**src/rtl/alu_pkg.sv**
```systemverilog
// ---------------------------------------------------------------------------
// alu_pkg
// Shared definitions for the ALU operation arbiter: opcode/data widths,
// arbiter state encoding and the opcode constants understood by the ALU
// op-select decoder.
// No ports (package).
// ---------------------------------------------------------------------------
package alu_pkg;

    localparam int OP_W   = 4;
    localparam int DATA_W = 32;

    // Arbiter FSM states
    typedef enum logic [1:0] {
        ST_IDLE = 2'd0,
        ST_EXEC = 2'd1,
        ST_RESP = 2'd2
    } arb_state_e;

    // Opcodes decoded by the ALU op-select decoder
    localparam logic [OP_W-1:0] OP_NOP = 4'h0;
    localparam logic [OP_W-1:0] OP_ADD = 4'h2;
    localparam logic [OP_W-1:0] OP_SUB = 4'h3;
    localparam logic [OP_W-1:0] OP_AND = 4'h4;
    localparam logic [OP_W-1:0] OP_OR  = 4'h5;
    localparam logic [OP_W-1:0] OP_XOR = 4'h6;

    // Index width needed to address n requesters (at least 1 bit)
    function automatic int idx_width(input int n);
        return (n > 1) ? $clog2(n) : 1;
    endfunction

endpackage

```
**src/rtl/alu_op_arbiter_rr_pick.sv**
```systemverilog
// ---------------------------------------------------------------------------
// rr_pick
// Combinational round-robin picker: returns the first set request bit found
// searching upward from ptr_i, wrapping from NREQ-1 back to 0.
// Ports:
//   req_i  [NREQ-1:0]  request vector
//   ptr_i  [IW-1:0]    search start index (must be < NREQ)
//   gnt_o  [NREQ-1:0]  one-hot winner (all zero when no request)
//   idx_o  [IW-1:0]    winner index (0 when no request)
//   any_o              at least one request present
// ---------------------------------------------------------------------------
module rr_pick #(
    parameter int NREQ = 4,
    parameter int IW   = 2
) (
    input  logic [NREQ-1:0] req_i,
    input  logic [IW-1:0]   ptr_i,
    output logic [NREQ-1:0] gnt_o,
    output logic [IW-1:0]   idx_o,
    output logic            any_o
);

    always_comb begin
        int j;
        gnt_o = '0;
        idx_o = '0;
        any_o = 1'b0;
        j     = 0;
        for (int i = 0; i < NREQ; i++) begin
            // ptr_i < NREQ and i < NREQ, so one subtraction is enough to wrap
            j = int'(ptr_i) + i;
            if (j >= NREQ) begin
                j = j - NREQ;
            end
            if (!any_o && req_i[j]) begin
                any_o    = 1'b1;
                gnt_o[j] = 1'b1;
                idx_o    = IW'(j);
            end
        end
    end

endmodule

```
**src/rtl/alu_op_arbiter.sv**
```systemverilog
// ---------------------------------------------------------------------------
// alu_op_arbiter
// Shares one 32-bit ALU among NREQ requesters. A round-robin winner is picked
// in IDLE, its opcode/operands are latched and presented to the ALU for
// ALU_LAT cycles (EXEC), the result is captured and returned with a one-cycle
// rsp_valid pulse to the owner (RESP). This block is the only driver of the
// ALU decoder enable.
//
// Optional feature macro: ALU_ARB_PRIO_EN
//   defined     : requester 0 has fixed top priority; round-robin over
//                 1..NREQ-1 only; rr pointer not advanced on a requester-0 grant
//   not defined : pure round-robin over all NREQ requesters
//
// Handshake: a requester raises req[i] with req_op/req_a/req_b stable and
// holds it until gnt[i] pulses (operands latched), then drops req[i] the next
// cycle. Requests are only sampled in IDLE; the result for requester i comes
// back as a one-cycle rsp_valid[i] pulse with rsp_data valid in that cycle.
//
// Ports:
//   clk, rst_n            clock, asynchronous active-low reset
//   req     [NREQ-1:0]    request per requester
//   req_op  [4*NREQ-1:0]  opcode of requester i at [4i+3:4i]
//   req_a   [32*NREQ-1:0] operand A of requester i at [32i+31:32i]
//   req_b   [32*NREQ-1:0] operand B of requester i at [32i+31:32i]
//   gnt     [NREQ-1:0]    one-hot 1-cycle pulse: operands latched
//   rsp_valid [NREQ-1:0]  one-hot 1-cycle pulse: rsp_data valid
//   rsp_data [31:0]       captured ALU result (holds until next capture)
//   busy                  state != IDLE
//   alu_en, alu_op, alu_a, alu_b  ALU decoder/operand drive (0 outside EXEC)
//   alu_result [31:0]     ALU result
// ---------------------------------------------------------------------------
module alu_op_arbiter
    import alu_pkg::*;
#(
    parameter int NREQ    = 4,
    parameter int ALU_LAT = 1
) (
    input  logic                   clk,
    input  logic                   rst_n,
    input  logic [NREQ-1:0]        req,
    input  logic [OP_W*NREQ-1:0]   req_op,
    input  logic [DATA_W*NREQ-1:0] req_a,
    input  logic [DATA_W*NREQ-1:0] req_b,
    output logic [NREQ-1:0]        gnt,
    output logic [NREQ-1:0]        rsp_valid,
    output logic [DATA_W-1:0]      rsp_data,
    output logic                   busy,
    output logic                   alu_en,
    output logic [OP_W-1:0]        alu_op,
    output logic [DATA_W-1:0]      alu_a,
    output logic [DATA_W-1:0]      alu_b,
    input  logic [DATA_W-1:0]      alu_result
);

    localparam int IW = idx_width(NREQ);
    localparam int CW = 4;
    localparam logic [NREQ-1:0] ONE_HOT0 = NREQ'(1);

    arb_state_e        state_q, state_d;
    logic [IW-1:0]     rr_ptr_q, rr_ptr_d;
    logic [CW-1:0]     cnt_q, cnt_d;
    logic [IW-1:0]     owner_q, owner_d;
    logic [OP_W-1:0]   op_q, op_d;
    logic [DATA_W-1:0] a_q, a_d;
    logic [DATA_W-1:0] b_q, b_d;
    logic [NREQ-1:0]   gnt_q, gnt_d;
    logic [NREQ-1:0]   rsp_valid_q, rsp_valid_d;
    logic [DATA_W-1:0] rsp_data_q, rsp_data_d;

    logic [NREQ-1:0]   pick_req, pick_oh, win_oh;
    logic [IW-1:0]     pick_idx, win_idx;
    logic              pick_any, win_any;
    logic              advance_ptr;

    rr_pick #(
        .NREQ (NREQ),
        .IW   (IW)
    ) u_rr_pick (
        .req_i (pick_req),
        .ptr_i (rr_ptr_q),
        .gnt_o (pick_oh),
        .idx_o (pick_idx),
        .any_o (pick_any)
    );

    // Winner selection (priority override for requester 0 when enabled)
    always_comb begin
`ifdef ALU_ARB_PRIO_EN
        // Requester 0 is removed from the rotation and wins outright.
        pick_req = req & ~ONE_HOT0;
        if (req[0]) begin
            win_any = 1'b1;
            win_oh  = ONE_HOT0;
            win_idx = '0;
        end else begin
            win_any = pick_any;
            win_oh  = pick_oh;
            win_idx = pick_idx;
        end
        advance_ptr = (owner_q != '0);
`else
        pick_req    = req;
        win_any     = pick_any;
        win_oh      = pick_oh;
        win_idx     = pick_idx;
        advance_ptr = 1'b1;
`endif
    end

    // Next-state and register-update logic
    always_comb begin
        int sel;
        state_d     = state_q;
        rr_ptr_d    = rr_ptr_q;
        cnt_d       = cnt_q;
        owner_d     = owner_q;
        op_d        = op_q;
        a_d         = a_q;
        b_d         = b_q;
        gnt_d       = '0;
        rsp_valid_d = '0;
        rsp_data_d  = rsp_data_q;
        sel         = int'(win_idx);

        case (state_q)
            ST_IDLE: begin
                if (win_any) begin
                    owner_d = win_idx;
                    op_d    = req_op[sel*OP_W +: OP_W];
                    a_d     = req_a[sel*DATA_W +: DATA_W];
                    b_d     = req_b[sel*DATA_W +: DATA_W];
                    gnt_d   = win_oh;
                    cnt_d   = '0;
                    state_d = ST_EXEC;
                end
            end
            ST_EXEC: begin
                if (cnt_q == CW'(ALU_LAT - 1)) begin
                    rsp_data_d = alu_result;
                    state_d    = ST_RESP;
                end else begin
                    cnt_d = cnt_q + CW'(1);
                end
            end
            ST_RESP: begin
                // rsp_valid is registered, so the pulse lands in the cycle
                // after RESP, ALU_LAT+1 cycles after the grant pulse.
                rsp_valid_d = ONE_HOT0 << owner_q;
                if (advance_ptr) begin
                    rr_ptr_d = (owner_q == IW'(NREQ - 1)) ? '0 : owner_q + IW'(1);
                end
                state_d = ST_IDLE;
            end
            default: begin
                state_d = ST_IDLE;
            end
        endcase
    end

    always_ff @(posedge clk or negedge rst_n) begin
        if (!rst_n) begin
            state_q     <= ST_IDLE;
            rr_ptr_q    <= '0;
            cnt_q       <= '0;
            owner_q     <= '0;
            op_q        <= '0;
            a_q         <= '0;
            b_q         <= '0;
            gnt_q       <= '0;
            rsp_valid_q <= '0;
            rsp_data_q  <= '0;
        end else begin
            state_q     <= state_d;
            rr_ptr_q    <= rr_ptr_d;
            cnt_q       <= cnt_d;
            owner_q     <= owner_d;
            op_q        <= op_d;
            a_q         <= a_d;
            b_q         <= b_d;
            gnt_q       <= gnt_d;
            rsp_valid_q <= rsp_valid_d;
            rsp_data_q  <= rsp_data_d;
        end
    end

    // ALU drive is gated by state so it falls to zero as soon as reset hits
    assign alu_en    = (state_q == ST_EXEC);
    assign alu_op    = alu_en ? op_q : '0;
    assign alu_a     = alu_en ? a_q  : '0;
    assign alu_b     = alu_en ? b_q  : '0;
    assign busy      = (state_q != ST_IDLE);
    assign gnt       = gnt_q;
    assign rsp_valid = rsp_valid_q;
    assign rsp_data  = rsp_data_q;

endmodule
```
**config.mk**
```make
export PLATFORM = sky130hd
export DESIGN_NAME = alu_op_arbiter
export DESIGN_NICKNAME = d
export VERILOG_FILES = /design/src/rtl/alu_pkg.sv /design/src/rtl/alu_op_arbiter_rr_pick.sv /design/src/rtl/alu_op_arbiter.sv
export SDC_FILE = /design/constraint.sdc
export NUM_CORES = 1
export LEC_CHECK = 0
export BUFFER_PORTS_ARGS = -buffer_cell sky130_fd_sc_hd__buf_2
export CORE_AREA = 2 2 163 165
export CTS_CLUSTER_DIAMETER = 120
export DETAILED_ROUTE_END_ITERATION = 16
export DIE_AREA = 0 0 165 167
export SLEW_MARGIN = 0
export SYNTH_ARGS = -nofsm -noshare
export SYNTH_HDL_FRONTEND = slang
export SYNTH_SLANG_ARGS = --single-unit
export TNS_END_PERCENT = 10
```
**constraint.sdc**
```tcl
create_clock -name clk -period 8 [get_ports clk]
set_input_delay 2 -clock clk [delete_from_list [all_inputs] [get_ports clk]]
set_output_delay 2 -clock clk [all_outputs]
set_load 0.05 [all_outputs]
```
==> metrics.txt, run 1 <==
outcome complete, no violations; Min-Delay Path Class flip-flop to flip-flop; Pint approximately 2400 uW; chip height 167 um; max_cap viols 0; clk_skew between 0.01 and 0.015 ns; Gate power share 0.657; Max FO, Critical Path 70; commonest non-fill, non-tap cell in the layout buf_2; Netlist cell types 43; Slew Limit Fails 0; # rows just under 60; GPL Wtd Cong slightly above 0.8; total track usage 0.1933; IO Pins between 400 and 500; Layout Nets about 1500; Critical Setup Path Class primary input to flip-flop; Net Count, Synth roughly 1100; Async S/R FF share, synth 1.000; unrepaired setup endpoints after global routing no; total wire length between 20000 and 30000 um; Pre-antenna DRT Iters 5; fraction of layout cells with a size suffix above 1 0.4403; die footprint 0.02756 mm^2; WL/cell around 18 um; crit path DAT about 5.4 ns; Final Critical Period 5.144 ns; Clock Latency Late Sink roughly 0.42 ns; Syn-to-layout area delta 39.15%; vias in the first global route between 7000 and 8000; Main synth FF type dfrtp_1; port bufs 419; Slew Limit Headroom 0.2624; clk slew on worst S/H paths approximately 0.07 ns; Syn Inst Count between 700 and 800; Final Cycle Share 0.6430; part of the power in registers 0.198; post-route setup slack 2.856 ns; H-tree levels 4; worst slew pin tran 1.105 ns; R2R Path End a_q[11]; worst r2r src rr_ptr_q[0]; dpl hpwl slightly below 20000 um; WP data required between 8 and 9 ns; Sw Share 0.5474; cts repair resizes 0; clock buffer depth 2; drt initial violations about 430; DRT antenna net count 0; root buf cell clkbuf_16; CTS tree built; post-CTS repair timing setup buffer count 0; Hold Path Depth 1; Leakage 0.005178 uW; mean post-synth cell area 9.576 um^2; largest net degree at the start of global routing between 70 and 80; FF+latch count, synth between 100 and 150; pre-CTS setup slack between 2 and 2.5 ns; total core area 0.02576 mm^2; TNS Setup 0 ns; Num Clock Sinks around 120; Residual DRC 0; Starting Density 0.2851; number of flops mapped to enable cells by yosys 0; first-pass GRT wire length 41350 um; Clk pwr share 0.145; CTS Hold Buffers Added 0; switching pwr between 2000 and 3000 uW; Final setup viols 0; chip width roughly 170 um; routed vias around 7500; initial antenna violation count 4; Reg2Reg Setup Slack 3.12 ns; CP startpoint kind primary input; Endpoint, Worst Hold rsp_data[21]; Fin. Hold Viols 0; crit end category flip-flop; most frequent cells in the layout buf_2, dfrtp_1, a211oi_1; Ys Warns 0; VDD IR max between 0.2 and 0.25 mV; post-synthesis instance area about 0.0073 mm^2; sequential fraction of the synthesis area 0.4020; R2R depth 10; cts bufs inserted 17; Fmax 194.4 MHz; global route overflow 0; hold path start rsp_data[21]; Via density between 5 and 6; Power Density between 500 and 600 mW/mm^2
## cells by family (layout without fill, tap and decap cells)
kind of cell	after synthesis	in the layout	synth area share
simple gates	257	257	0.1828
compound gates	193	193	0.1913
flops	118	118	0.4020
mux	107	107	0.1552
buf+inv	80	469	0.04923
fa+ha+maj	10	10	0.01704
xor+xnor	2	2	0.002385
other cells	0	2	0
## state kept, by name, indices dropped and copies added, names as in the netlist
name,count
cnt_q,4
rsp_data,32
state_q,2
b_q,32
owner_q,2
a_q,32
gnt,4
rsp_valid,4
op_q,4
rr_ptr_q,2
## cell usage after synthesis (17+ instances only)
library cell | instances | area share
nor2_1 | 87 | 0.044
a221oi_1 | 20 | 0.024
a211oi_1 | 107 | 0.11
nand2_1 | 23 | 0.012
a21oi_1 | 18 | 0.012
and2_1 | 74 | 0.063
and3_1 | 52 | 0.044
o22ai_1 | 17 | 0.014
clkbuf_1 | 49 | 0.025
dfrtp_1 | 118 | 0.40
mux2_2 | 35 | 0.054
mux2i_1 | 70 | 0.095
## critical path, cell delays in order
cell	delay, ns
buf_2	0.17
mux4_2	0.57
nor2b_4	0.27
or4_4	0.67
and2_4	0.81
buf_4	0.48
mux2i_1	0.27
a211oi_1	0.09
## cell type report
cell class | instances | area, um^2
inverters | 8 | 30.03
diodes | 2 | 5.005
flip-flops and latches | 118 | 2953
well taps | 335 | 419.2
clock inverters | 15 | 151.4
fillers | 2640 | 15540
repair buffers | 429 | 2178
multi-input cells | 569 | 4058
clock buffers | 17 | 425.4
## how the worst max path moves through the flow
stage | slack (ns) | cells past startpoint | from | end
detailed placement | 2.40 | 8 | req[1] | a_q[1]
global route | 2.66 | 8 | req[1] | a_q[6]
global placement | 2.53 | 8 | req[1] | a_q[21]
finish | 2.86 | 8 | req[1] | a_q[11]
floorplan | 3.58 | 12 | req[0] | b_q[10]
CTS | 2.84 | 8 | req[1] | a_q[1]
## power groups by stage
stage | registers (uW) | logic [uW] | clock network (uW)
final | 1030 | 3420 | 756
after global routing | 1070 | 3670 | 806
after CTS | 1030 | 3460 | 778
after detailed placement | 1040 | 3460 | 0
after global placement | 1030 | 3430 | 0
after floorplan | 1340 | 2320 | 0
## stage by stage
stage                       util  power (uW)  cell area, um^2  hold slack (ns)  std cells
after detailed placement  0.3741        4498             9638           0.4876       1459
final                     0.3967        5211            10220           0.4997       1493
after global placement    0.3741        4464             9638           0.4802       1459
after CTS                 0.3965        5273            10210           0.5033       1491
after global routing      0.3966        5552            10220           0.5146       1492
after floorplan                -        3662             7345           0.4643        767
## metal layers
layer	up-vias	global-route usage	part of all wire	wire length, um
met4	4	0.05671	0.022	600
met3	39	0.05230	0.068	1853
met5	-	0	0.0011	30
met2	293	0.3337	0.50	13650
met1	3579	0.2336	0.41	11100
li1	3551	-	-	-
(Power assumes the default switching activity.)
==> run 2: changes to the inputs <==
==> constraint.sdc (replaced) <==
create_clock -name clk -period 4.3 [get_ports clk]
set_input_delay 1.075 -clock clk [delete_from_list [all_inputs] [get_ports clk]]
set_output_delay 1.075 -clock clk [all_outputs]
set_load 0.05 [all_outputs]
==> run 2 against run 1 <==
  * Global-route usage grew 0.19 points
  * Count of clock-buffer cells in the layout did not move
  * Critical path depth up 1
  * Non-clock buffer count increased by 9
  * Total power is 88% higher
  * Hold slack better by 0.00081 ns
  * Sequential share of layout area down 0.24 points
  * Utilization increased by 0.33 points
  * Critical path type is now flip-flop to flip-flop
  * Critical endpoint is now b_q[1]
==> metrics.txt, run 2 (synthesis gave the netlist of run 1 again) <==
IO Pins 420; global route overflow 0; clk slew on worst S/H paths roughly 0.07 ns; GPL Wtd Cong 0.8347; Max FO, Critical Path 45; initial antenna violation count 4; Worst path max stage delay between 0.6 and 0.7 ns; Pre-antenna DRT Iters 5; cts repair resizes 0; Clock Latency Late Sink slightly above 0.4 ns; Syn-to-layout area delta 40.31%; vias in the first global route approximately 7500; clk_skew approximately 0.014 ns; DRT antenna net count 0; Starting Density 0.2851; CTS tree built; VDD IR max approximately 0.55 mV; met3 Resource Use GR 0.04956; Final Cell Area roughly 0.010 mm^2; commonest non-fill, non-tap cell in the layout buf_2; CP Cell Sequence inv_1 > ha_1 > mux4_2 > nor2b_4 > or4_4 > and2_4 > buf_4 > mux2i_1 > a211oi_1; first-pass GRT wire length ~41000 um; GRT busiest layer met2; crit path DAT ~4 ns; Leakage between 0.005 and 0.006 uW; dpl hpwl 19770 um; H-tree levels 4; CTS Hold Buffers Added 0; GR Layer Usage met2 0.3315; Critical Setup Path Class flip-flop to flip-flop; Slew Limit Headroom 0.2854; chip height around 170 um; Final Critical Period around 3.7 ns; Fin. Hold Viols 0; outcome complete, no violations; Power Density 951.1 mW/mm^2; Layout Nets around 1500; Reg2Reg Setup Slack ~0.55 ns; Slew Limit Fails 0; Residual DRC 0; clock buffer depth 2; Fillers ~2700; post-CTS repair timing setup buffer count 0; routed vias roughly 7500; root buf cell clkbuf_16; cts bufs inserted 17; total track usage 0.1952; fraction of layout cells with a size suffix above 1 0.4446; WL/cell roughly 18 um; Slowest-stage cell, CP and2_4; TNS Setup 0 ns; die footprint 0.02756 mm^2; most frequent cells in the layout buf_2, dfrtp_1, a211oi_1; area post-placement about 0.0097 mm^2; Final Cycle Share 0.8711; Final setup viols 0; largest net degree at the start of global routing 108; Fmax ~270 MHz; max_cap viols 0; grt met1 use 0.2402; # rows just under 60; unrepaired setup endpoints after global routing no; drt initial violations 392; WP data required ~4.6 ns; Min-Delay Path Class flip-flop to flip-flop; Num Clock Sinks 118; total wire length between 20000 and 30000 um; CP startpoint kind flip-flop; Via density approximately 5; worst hold margin between 0.5 and 0.6 ns; total core area between 0.02 and 0.03 mm^2; port bufs around 420; worst slew pin tran between 1 and 1.5 ns; crit end category flip-flop; chip width roughly 170 um
==> run 2: cell type report <==
type                            instances  area, um^2  area share
Antenna cell                            4       10.01   0.0009713
Inverter                                8       30.03    0.002914
Timing Repair Buffer                  438        2258      0.2192
Clock inverter                         15       151.4     0.01469
Sequential cell                       118        2953      0.2865
Tap cell                              335       419.2     0.04068
Multi-Input combinational cell        569        4058      0.3938
Clock buffer                           17       425.4     0.04128
==> run 2: routing by layer <==
layer / up-vias / share of wire
li1: 3575 / -
met5: - / 0
met3: 42 / 0.069
met2: 327 / 0.50
met4: 0 / 0.021
met1: 3588 / 0.41
==> run 2: final timing paths <==
| path | to | cells after the start | start |
|---|---|---|---|
| worst min register to register | rsp_data[20] | 1 | rsp_data[20] |
| worst min-delay path | rsp_data[20] | 1 | rsp_data[20] |
| worst max-delay path | b_q[1] | 9 | rr_ptr_q[1] |
| min in group asynchronous | gnt[1] | 1 | rst_n |
| max in group asynchronous | a_q[14] | 2 | rst_n |
| worst max register to register | b_q[1] | 9 | rr_ptr_q[1] |
==> run 2: metrics by stage <==
stage          instances  power, uW    util  setup slack, ns
2_1_floorplan        767       6814       -           0.8048
3_3_place_gp        1468       8421  0.3772           0.5363
3_5_place_dp        1468       8496  0.3772           0.4731
4_1_cts             1500       9942  0.3996           0.5673
5_1_grt             1504      10430  0.4000           0.2845
6_report            1504       9801  0.4000           0.5542
==> run 2: power by group <==
part	internal (uW)	total [uW]	switching (uW)
Combinational	2020	6470	4450
Sequential	1660	1930	266
Clock	775	1400	630
Total	4450	9800	5350
==> run 2: worst max-delay path, delay by kind of cell (launching register included) <==
family / cells / cell delay (ns)
and+or+nand+nor: 3 / 1.14
muxes: 2 / 0.88
adders and majority gates: 1 / 0.51
DFF: 1 / 0.50
buffers and inverters: 2 / 0.45
AOI/OAI and AO/OA: 1 / 0.10
==> run 3: changes to the inputs <==
==> constraint.sdc (replaced) <==
create_clock -name clk -period 3.4 [get_ports clk]
set_input_delay 0.85 -clock clk [delete_from_list [all_inputs] [get_ports clk]]
set_output_delay 0.85 -clock clk [all_outputs]
set_load 0.05 [all_outputs]
==> run 3 against run 2 <==
  * Non-clock buffer count is 11 higher
  * Clock skew is 0.00085 ns lower
  * Highest routed layer unchanged
  * Global-route usage is 0.66 points higher
==> metrics.txt, run 3 (synthesis gave the netlist of run 1 again) <==
die footprint 0.02756 mm^2; Max FO, Critical Path 29; IO Pins 420; VDD IR max around 0.55 mV; critical path's top delay family simple AND/OR/NAND/NOR gates; first-pass GRT wire length roughly 42000 um; area post-placement just under 0.01 mm^2; total track usage 0.2018; CTS tree built; # rows 59; Final Cell Area between 0.01 and 0.015 mm^2; chip height ~170 um; Final Critical Period ~3.1 ns; Slew Limit Headroom 0.2139; total core area between 0.02 and 0.03 mm^2; H-tree levels 4; Min-Delay Path Class primary input to asynchronous set/reset pin; crit path DAT around 3.4 ns; Via density 4.972; WL/cell between 15 and 20 um; worst slew pin tran roughly 1.2 ns; routed vias roughly 7500; post-CTS repair timing setup buffer count 0; CTS Hold Buffers Added 0; Inst Count DP around 1500; Layout Nets 1483; cts repair resizes 0; Residual DRC 0; fraction of layout cells with a size suffix above 1 0.4498; clk slew on worst S/H paths roughly 0.07 ns; outcome complete, no violations; vias in the first global route approximately 7700; pre-CTS setup slack -0.01026 ns; global route overflow 0; largest net degree at the start of global routing between 70 and 80; TNS Setup 0 ns; Final Cycle Share 0.9213; unrepaired setup endpoints after global routing no; DRT antenna net count 0; final non-filler cell total 1515; Slowest-stage cell, CP nor2_2; Fmax around 320 MHz; final core occ 0.4063; port bufs about 420; Num Clock Sinks approximately 120; Slew Limit Fails 0; Worst path max stage delay ~0.88 ns; total wire length 28540 um; drt initial violations between 400 and 500; clk_skew between 0.01 and 0.015 ns; Final setup viols 0; Critical Setup Path Class flip-flop to flip-flop; Fillers 2624; cts bufs inserted 17; commonest non-fill, non-tap cell in the layout buf_2; chip width between 150 and 200 um; Power Density around 1200 mW/mm^2; CP Cell Sequence buf_4 > mux4_2 > nor2b_4 > nor2_2 > mux2i_1 > a21o_1 > a221oi_1; Clock Latency Late Sink between 0.4 and 0.5 ns; dpl hpwl 20740 um; Syn-to-layout area delta 42.52%; root buf cell clkbuf_16; CP startpoint kind flip-flop; Starting Density 0.2851; CP bufs+invs 1; Fin. Hold Viols 0; post-route setup slack about 0.27 ns; Leakage between 0.005 and 0.006 uW; GPL Wtd Cong 0.8057; WP data required around 3.7 ns; Pre-antenna DRT Iters 5; most frequent cells in the layout buf_2, dfrtp_1, a211oi_1; max_cap viols 0; clock buffer depth 2; initial antenna violation count 4; crit end category flip-flop
run 3: area by class of cell:
| cell class | count | area [um^2] | share of cell area |
|---|---|---|---|
| Multi-Input combinational cell | 569 | 4058 | 0.3876 |
| Sequential cell | 118 | 2953 | 0.2821 |
| Timing Repair Buffer | 449 | 2416 | 0.2308 |
| Clock buffer | 17 | 425.4 | 0.04064 |
| Tap cell | 335 | 419.2 | 0.04004 |
| Clock inverter | 15 | 156.4 | 0.01494 |
| Inverter | 8 | 30.03 | 0.002869 |
| Antenna cell | 4 | 10.01 | 0.0009563 |
run 3: through the flow:
step	hold slack, ns	power, uW
after floorplan	0.4643	8617
after global placement	0.4807	10870
after detailed placement	0.4865	10940
after CTS	0.4154	12810
after global routing	0.4181	13450
final	0.4083	12650
run 3: report_power, final:
part | total [uW] | switching (uW) | internal [uW]
combinational | 8410 | 5690 | 2720
clock | 1810 | 830 | 984
sequential | 2430 | 327 | 2100
total | 12600 | 6840 | 5810
run 3: worst paths after layout:
path                            depth (start not counted)            to   startpoint  slack, ns
worst max-delay path                                    7       a_q[15]  rr_ptr_q[0]       0.27
min in group clk                                        1   rsp_data[2]  rsp_data[2]       0.50
worst min-delay path                                    1        gnt[3]        rst_n       0.41
max in group asynchronous                               2  rsp_data[26]        rst_n       2.24
worst min register to register                          1   rsp_data[2]  rsp_data[2]       0.50
worst max register to register                          7       a_q[15]  rr_ptr_q[0]       0.27
run 3: per-layer routing:
layer  part of all wire  GRT usage  vias up
met5                  0          0        -
met4              0.023    0.06578        0
met3              0.066    0.04583       38
met2               0.49     0.3442      327
met1               0.42     0.2504     3564
li1                   -          -     3604
